[src/rtl/audio_feed.sv]
// audio_feed: PCM sample feeder for the FM transmitter audio input.
// Samples enter a small FIFO over a valid/ready handshake and are released
// one per audio sample period (TICK_DIV clk cycles) onto a held output bus.
// An empty FIFO at a tick produces midscale silence and an underrun pulse.
// Optional feature macro: AUDIO_FEED_UNDERRUN_CNT_EN adds a saturating
// 16-bit underrun counter output.
module audio_feed #(
    parameter int DW       = 10,
    parameter int DEPTH    = 16,
    parameter int TICK_DIV = 1134
) (
    input  logic                     clk,
    input  logic                     rst_n,
    input  logic [DW-1:0]            s_data,
    input  logic                     s_valid,
    output logic                     s_ready,
    output logic [DW-1:0]            data_out,
    output logic                     sample_stb,
    output logic [$clog2(DEPTH):0]   level,
    output logic                     underrun
`ifdef AUDIO_FEED_UNDERRUN_CNT_EN
    ,
    output logic [15:0]              underrun_cnt
`endif
);

    localparam int AW = $clog2(DEPTH);
    localparam int LW = AW + 1;
    localparam int CW = $clog2(TICK_DIV);
    localparam logic [DW-1:0] MIDSCALE = {1'b1, {(DW-1){1'b0}}};
    localparam logic [CW-1:0] DIV_LAST = CW'(TICK_DIV - 1);
    localparam logic [LW-1:0] LVL_FULL = LW'(DEPTH);

    logic [DW-1:0] mem_q [DEPTH];
    logic [AW-1:0] wr_ptr_q, wr_ptr_d;
    logic [AW-1:0] rd_ptr_q, rd_ptr_d;
    logic [LW-1:0] level_q, level_d;
    logic [CW-1:0] div_q, div_d;
    logic [DW-1:0] data_q, data_d;
    logic          stb_q, stb_d;
    logic          und_q, und_d;

    logic full;
    logic empty;
    logic tick;
    logic push;
    logic pop;

    // Handshake: a sample transfers on a rising edge where s_valid && s_ready.
    // s_ready depends only on registered occupancy (never on s_valid), so a
    // full FIFO refuses a push even if a pop happens on that same edge.
    assign full    = (level_q == LVL_FULL);
    assign empty   = (level_q == '0);
    assign tick    = (div_q == DIV_LAST);
    assign s_ready = !full;
    assign push    = s_valid && s_ready && rst_n;
    assign pop     = tick && !empty;

    assign data_out   = data_q;
    assign sample_stb = stb_q;
    assign level      = level_q;
    assign underrun   = und_q;

    // Sample storage; contents are don't-care after reset, so no reset here.
    always_ff @(posedge clk) begin
        if (push) begin
            mem_q[wr_ptr_q] <= s_data;
        end
    end

    // Next-state: free-running divider, pointer/level update, output on tick.
    always_comb begin
        wr_ptr_d = wr_ptr_q;
        rd_ptr_d = rd_ptr_q;
        data_d   = data_q;
        stb_d    = 1'b0;
        und_d    = 1'b0;
        div_d    = tick ? '0 : div_q + CW'(1);
        if (push) begin
            wr_ptr_d = wr_ptr_q + AW'(1);
        end
        if (tick) begin
            stb_d = 1'b1;
            if (empty) begin
                data_d = MIDSCALE;
                und_d  = 1'b1;
            end else begin
                data_d   = mem_q[rd_ptr_q];
                rd_ptr_d = rd_ptr_q + AW'(1);
            end
        end
        level_d = level_q + LW'(push) - LW'(pop);
    end

    // State registers with asynchronous active-low reset.
    always_ff @(posedge clk or negedge rst_n) begin
        if (!rst_n) begin
            wr_ptr_q <= '0;
            rd_ptr_q <= '0;
            level_q  <= '0;
            div_q    <= '0;
            data_q   <= MIDSCALE;
            stb_q    <= 1'b0;
            und_q    <= 1'b0;
        end else begin
            wr_ptr_q <= wr_ptr_d;
            rd_ptr_q <= rd_ptr_d;
            level_q  <= level_d;
            div_q    <= div_d;
            data_q   <= data_d;
            stb_q    <= stb_d;
            und_q    <= und_d;
        end
    end

`ifdef AUDIO_FEED_UNDERRUN_CNT_EN
    logic [15:0] ucnt_q, ucnt_d;

    assign underrun_cnt = ucnt_q;

    // Saturating underrun count, advancing on the edge the underrun pulse starts.
    always_comb begin
        ucnt_d = ucnt_q;
        if (tick && empty && (ucnt_q != 16'hFFFF)) begin
            ucnt_d = ucnt_q + 16'd1;
        end
    end

    // Underrun counter register; cleared only by reset.
    always_ff @(posedge clk or negedge rst_n) begin
        if (!rst_n) begin
            ucnt_q <= '0;
        end else begin
            ucnt_q <= ucnt_d;
        end
    end
`endif

endmodule
[config.mk]
export PLATFORM = sky130hd
export DESIGN_NAME = audio_feed
export DESIGN_NICKNAME = d
export VERILOG_FILES = /design/src/rtl/audio_feed.sv
export SDC_FILE = /design/constraint.sdc
export NUM_CORES = 1
export LEC_CHECK = 0
export ABC_AREA = 1
export CAP_MARGIN = 5
export CORE_MARGIN = 2
export CORE_UTILIZATION = 24
export DETAILED_ROUTE_END_ITERATION = 10
export HOLD_SLACK_MARGIN = 0.1
export PLACE_DENSITY_LB_ADDON = 0.15
export SYNTH_ARGS = -nofsm -noshare
export SYNTH_HDL_FRONTEND = slang
export SYNTH_SLANG_ARGS = --single-unit
[constraint.sdc]
create_clock -name clk -period 3.3 [get_ports clk]
set_input_delay 0.495 -clock clk [delete_from_list [all_inputs] [get_ports clk]]
set_output_delay 0.495 -clock clk [all_outputs]
set_load 0.05 [all_outputs]
==> flow_metrics.py, run 1 <==
metrics = {
    "status": {
        "status": "completed",
    },
    "layout": {
        "final_cells": 1306,
        "drive_gt1_share_pct": 8.58,
        "layout_commonest_cell": "nand2_1",
        "fin_nets": 865,
        "most-common-layout-cells": "289 x nand2_1, 160 x edfxtp_1, 86 x nand3_1, 67 x inv_1, 48 x nor2_1",
        "syn_to_final_growth_pct": 17.9,
        "fin_area_mm2": 0.00995,
        "antennaDiodeCount": 0,
    },
    "logic_synthesis": {
        "synth_seq_cells": 196,
        "synthTopCellsByArea": "edfxtp_1 57%, nand2_1 13%, dfrtp_1 10%, nand3_1 5.1%, inv_1 3.0%",
        "synth_edf_count": 160,
        "syn_area_per_cell_um2": 10.6,
        "syn_nets": 822,
        "synth_warnings": 0,
        "yosys.area.top_type": "edfxtp_1",
        "synth_top_area_share_pct": 56.9,
        "ys_async_sr_fraction_pct": 18.4,
        "synthCells": 795,
        "syn_area_mm2": 0.00844,
        "synth_ff_type": "edfxtp_1",
        "yosysSeqAreaShare_pct": 67.6,
        "netlist-cell-type-count": 32,
    },
    "die": {
        "start_util_pct": 24.4,
        "io-pin-count": 31,
        "dieHeight_um": 192,
        "die-area_mm2": 0.0367,
        "die_x_um": 192,
        "core_mm2": 0.0345,
        "rows": 68,
    },
    "setup_path": {
        "cp-end-kind": "flip-flop",
        "cp-start-kind": "flip-flop",
        "path_max_fanout": 6,
        "crit_type": "flip-flop to flip-flop",
        "arrival_ns": 3.05,
        "cp.required_ns": 3.62,
    },
    "timing": {
        "timing.hold.ws_ns": 0.155,
        "fin_skew_ns": 0.0184,
        "setup_viol": 0,
        "fin_crit_ns": 2.73,
        "drv_slew": 0,
        "finalHoldViolCount": 0,
        "max_slew_margin_pct": 40.9,
        "tns_ns": 0,
        "fmax_mhz": 366,
        "worst_pin_slew_ns": 0.887,
        "rsz0062_at_grt": "no",
        "fin_crit_sh_pct": 82.7,
    },
    "pwr": {
        "peakVddDrop_mv": 0.305,
        "switching_share_pct": 27.7,
        "p_per_area_mw_per_mm2": 579,
        "clkPwrFrac_pct": 37.1,
        "p_sw_mw": 1.60,
        "seqPwrFrac_pct": 50.6,
        "power.leakage_nw": 3.99,
        "p_int_mw": 4.17,
        "comb_power_share_pct": 12.3,
    },
    "detailed_routing": {
        "totalWireLength_um": 21000,
        "vias": 5411,
        "first_iter_violations": 363,
        "drc": 0,
        "firstDrtPassIters": 4,
        "wl_per_cell_um": 16.0,
        "routed_via_density": 4.14,
        "ant_nets": 0,
    },
    "global_routing": {
        "antenna_found_initial": 0,
        "met2_usage_pct": 19.1,
        "grt_max_degree": 91,
        "grt_pass1_wl_um": 32800,
        "grt_pass1_vias": 5308,
        "overflow": 0,
        "met1_usage_pct": 16.8,
        "grt_use_met3_pct": 2.26,
        "grt_usage_pct": 12.1,
        "grt.busiest_layer": "met2",
    },
    "min_path": {
        "hold_path_class": "input pin to async pin",
    },
    "clock_tree": {
        "clkSinkCount": 196,
        "clkSlewWorstSetupHoldPaths_ns": 0.08,
        "cts-resized-gates": 0,
        "numCtsBuffers": 17,
        "clk_latency_ns": 0.44,
        "post_cts_buffers": 0,
        "ctsHoldBuffers": 0,
        "root_buffer": "clkbuf_16",
        "htree_num_levels": 4,
        "cts_tree": "yes",
        "clock_path_buffers": 2,
    },
    "flow_run": {
        "maxCapViolCount": 0,
    },
    "placement": {
        "gp_congestion": 0.738,
        "dp_hpwl_um": 12600,
        "dpl-instance-area_mm2": 0.00934,
        "placed_cells": 1274,
        "io_buffer_count": 30,
    },
}
-- cell families after synthesis --
kind of cell | Yosys count | share of synthesized area (%)
compound gates | 27 | 1.81
xor+xnor | 14 | 1.45
fa+ha+maj | 14 | 2.16
flops | 196 | 67.6
buf+inv | 101 | 5.20
simple gates | 443 | 21.7
-- per-layer routing --
layer,up-vias,part of all wire [%]
li1,2700,-
met1,2633,50
met2,61,47
met3,17,2.5
met4,0,1.4
met5,-,0
-- synth_stat cells (5+ instances only) --
cell / n
a21oi_1: 5
buf_2: 12
buf_4: 5
clkbuf_1: 8
dfrtp_1: 35
edfxtp_1: 160
ha_1: 13
inv_1: 67
nand2_1: 289
nand3_1: 86
nor2_1: 48
nor3_1: 7
o211ai_1: 7
o21ai_0: 10
o21ai_1: 5
xor2_1: 12
-- registers in the layout, indices dropped and copies added, names as in the netlist --
name	cells
data_out	10
mem_q	160
div_q	11
underrun	1
wr_ptr_q	4
rd_ptr_q	4
sample_stb	1
level	5
-- final timing paths --
kind	depth (start not counted)	from	slack (ns)	to
max	14	div_q[1]	0.57	level[4]
min	2	rst_n	0.16	div_q[9]
max reg2reg	14	div_q[1]	0.57	level[4]
min reg2reg	2	data_out[1]	0.48	data_out[1]
max in group asynchronous	2	rst_n	2.78	rd_ptr_q[0]
min in group clk	2	data_out[1]	0.48	data_out[1]
-- power groups by stage --
stage / combinational [mW] / clock (mW) / sequential, mW
6_report: 0.709 / 2.14 / 2.92
5_1_grt: 0.790 / 2.30 / 2.94
4_1_cts: 0.727 / 2.21 / 2.92
3_5_place_dp: 0.724 / 0 / 2.98
3_3_place_gp: 0.723 / 0 / 2.98
2_1_floorplan: 0.344 / 0 / 3.07
-- layout make-up --
type | count | area [um2]
fill | 3641 | 24600
timing repair buffer | 56 | 503
sequential | 196 | 5710
tap | 455 | 569
inverter | 69 | 262
multi-input combinational | 498 | 2300
clock inverter | 15 | 188
clock buffer | 17 | 425
-- through the flow --
stage	power, mW	util [%]	setup slack, ns
after floorplan	3.42	-	0.0837
after global placement	3.70	27.0	0.566
after detailed placement	3.70	27.0	0.553
after CTS	5.86	28.8	0.542
after global routing	6.03	28.8	0.392
final	5.77	28.8	0.570
-- worst max-delay path, stage by stage, from the launching register on --
cell and delay [ns]:
dfrtp_1 0.40, inv_1 0.06, ha_1 0.15, nand2_1 0.05, nor3_1 0.26, nand3_2 0.16, nor2_4 0.18, ha_1 0.26
inv_1 0.05, ha_1 0.16, inv_1 0.05, fa_1 0.40, o21ai_0 0.18, a21oi_1 0.10, xor2_1 0.14
(Power assumes the default switching activity.)
==> run 2, diff against run 1 <==
==> constraint.sdc (replaced) <==
create_clock -name clk -period 2.6 [get_ports clk]
set_input_delay 0.39 -clock clk [delete_from_list [all_inputs] [get_ports clk]]
set_output_delay 0.39 -clock clk [all_outputs]
set_load 0.05 [all_outputs]
==> run 2 against run 1 <==
Register-to-register slack lost 0.39 ns. Clock power grew 25%. Via count shrank 0.24%. Clock-buffer cell count is the same. Die area is the same. Highest routed layer unchanged. Core utilization grew 0.23 points. Largest cell class unchanged. Setup slack lost 0.39 ns. Combinational power grew 28%. Clock skew shrank 0.0052 ns.
==> flow_metrics.py, run 2 (synthesis gave the netlist of run 1 again) <==
metrics = {
    "global_routing": {
        "grt_pass1_vias": 5183,
        "grt_max_degree": 78,
        "overflow": 0,
        "grt_pass1_wl_um": 32000,
        "antenna_found_initial": 0,
        "grt_usage_pct": 11.8,
    },
    "detailed_routing": {
        "firstDrtPassIters": 4,
        "wl_per_cell_um": 15.8,
        "routed_via_density": 4.11,
        "totalWireLength_um": 20800,
        "ant_nets": 0,
        "first_iter_violations": 331,
        "vias": 5398,
        "drc": 0,
    },
    "layout": {
        "final_util_pct": 29.0,
        "layout_commonest_cell": "nand2_1",
        "drive_gt1_share_pct": 10.1,
        "final_cells": 1313,
        "antennaDiodeCount": 0,
        "fin_nets": 872,
        "syn_to_final_growth_pct": 18.9,
        "largest_reg_flops": 160,
        "most-common-layout-cells": "289 x nand2_1, 160 x edfxtp_1, 85 x nand3_1, 65 x inv_1, 48 x nor2_1",
        "regMostFlops": "mem_q",
        "fillerInstances": 3622,
    },
    "clock_tree": {
        "numCtsBuffers": 17,
        "htree_num_levels": 4,
        "clock_path_buffers": 2,
        "clk_latency_ns": 0.43,
        "post_cts_buffers": 0,
        "clkSlewWorstSetupHoldPaths_ns": 0.08,
        "cts_tree": "yes",
        "clkSinkCount": 196,
        "root_buffer": "clkbuf_16",
    },
    "min_path": {
        "hold_path_class": "flip-flop to flip-flop",
    },
    "setup_path": {
        "arrival_ns": 2.74,
        "cp-start-kind": "flip-flop",
        "cp-end-kind": "flip-flop",
        "slowest_delay_ns": 0.43,
        "crit_top_cell": "ha_1",
        "path_cells": "inv_2 -> ha_1 -> nand3_1 -> nor2_1 -> nor2_4 -> ha_1 -> inv_1 -> ha_1 -> inv_1 -> fa_2 -> o21ai_1 -> a21oi_1 -> xor2_1",
        "crit_type": "flip-flop to flip-flop",
        "path_max_fanout": 3,
        "cp_slowest_cell": "dfrtp_2",
        "cp.required_ns": 2.92,
    },
    "pwr": {
        "power.total_mw": 7.29,
        "peakVddDrop_mv": 0.417,
        "p_per_area_mw_per_mm2": 727,
        "comb_power_share_pct": 12.4,
        "switching_share_pct": 27.5,
        "p_sw_mw": 2.01,
        "seqPwrFrac_pct": 51.0,
        "p_int_mw": 5.29,
        "power.leakage_nw": 4.02,
        "clkPwrFrac_pct": 36.6,
    },
    "timing": {
        "finalHoldViolCount": 0,
        "drv_slew": 0,
        "max_slew_margin_pct": 55.1,
        "fmax_mhz": 413,
        "fin_crit_ns": 2.42,
        "rsz0062_at_grt": "no",
        "fin_crit_sh_pct": 93.1,
        "timing.hold.ws_ns": 0.479,
        "worst_pin_slew_ns": 0.672,
        "fin_skew_ns": 0.0132,
        "setup_viol": 0,
    },
    "placement": {
        "gp_congestion": 0.738,
        "io_buffer_count": 30,
        "placed_cells": 1280,
        "dp_hpwl_um": 12700,
    },
    "die": {
        "core_mm2": 0.0345,
        "io-pin-count": 31,
        "die_x_um": 192,
        "die-area_mm2": 0.0367,
        "rows": 68,
        "start_util_pct": 24.4,
        "dieHeight_um": 192,
    },
    "status": {
        "status": "completed",
    },
    "flow_run": {
        "maxCapViolCount": 0,
    },
}
==> run 2: changes by cell type in the layout (fill, tap and decap cells not counted), moves of 2 or more <==
cell,delta
buf_4,+4
dfrtp_1,-4
dfrtp_2,+3
inv_6,-3
buf_12,+2
clkinv_8,-2
inv_1,-2
inv_2,+2
inv_8,+2
==> run 2: path summary, 6_finish.rpt <==
check	endpoint	startpoint	slack [ns]	depth (start not counted)
setup reg to reg	level[4]	level[2]	0.18	13
setup / recovery	level[4]	level[2]	0.18	13
hold / removal	data_out[0]	data_out[0]	0.48	2
min in group asynchronous	div_q[7]	rst_n	0.61	3
max in group asynchronous	rd_ptr_q[0]	rst_n	1.59	3
hold reg to reg	data_out[0]	data_out[0]	0.48	2
==> run 2: per-stage QoR <==
stage	area [um2]	worst slack, ns	setup TNS [ns]
floorplan	8450	-0.314	-0.953
CTS	10000	0.0728	0
finish	10000	0.179	0
global placement	9420	0.113	0
detailed placement	9420	0.0851	0
global route	10000	0.00536	0
==> run 2: final cells by class <==
cell class              instances  area, um2  share of cell area (%)
flip-flops and latches        196       5720                    57.0
repair buffers                 63        583                    5.81
well taps                     455        569                    5.67
clock buffers                  17        425                    4.24
clock inverters                15        168                    1.67
inverters                      69        262                    2.61
multi-input cells             498       2310                    23.0
==> run 2: power groups by stage <==
stage | registers, mW | clock network [mW] | logic (mW)
final | 3.72 | 2.67 | 0.905
after global routing | 3.74 | 2.87 | 1.02
after CTS | 3.72 | 2.75 | 0.926
after detailed placement | 3.79 | 0 | 0.921
after global placement | 3.79 | 0 | 0.919
after floorplan | 3.91 | 0 | 0.443
==> run 2: what timing repair did <==
item                                   4_1_cts  5_1_grt
endpoints found under the hold margin       35        0
resized for setup                            0        1
setup endpoints to repair                    0        1
hold buffers                                 1        0
==> run 2: layer usage <==
| layer | vias up | part of all wire, % | GRT usage (%) |
|---|---|---|---|
| li1 | 2717 | - | - |
| met1 | 2604 | 52 | 17.2 |
| met2 | 66 | 45 | 18.0 |
| met3 | 11 | 2.7 | 2.31 |
| met4 | 0 | 0.96 | 3.11 |
| met5 | - | 0 | 0 |
==> run 2: worst max-delay path: cells and delay by family, from the launching register on <==
family	cells	cell delay, ns
DFF	1	0.43
and+or+nand+nor	3	0.38
buffers and inverters	3	0.16
xor gates and xnor gates	1	0.14
adders and majority gates	4	0.94
AOI/OAI and AO/OA	2	0.26
==> run 3, diff against run 2 <==
--- a/config.mk
+++ b/config.mk
@@ -12,6 +12,7 @@
 export DETAILED_ROUTE_END_ITERATION = 10
 export HOLD_SLACK_MARGIN = 0.1
 export PLACE_DENSITY_LB_ADDON = 0.15
+export SLEW_MARGIN = 20
 export SYNTH_ARGS = -nofsm -noshare
 export SYNTH_HDL_FRONTEND = slang
 export SYNTH_SLANG_ARGS = --single-unit
==> results of run 3 <==
Final layout, timing and power as in run 2 (identical DEF).
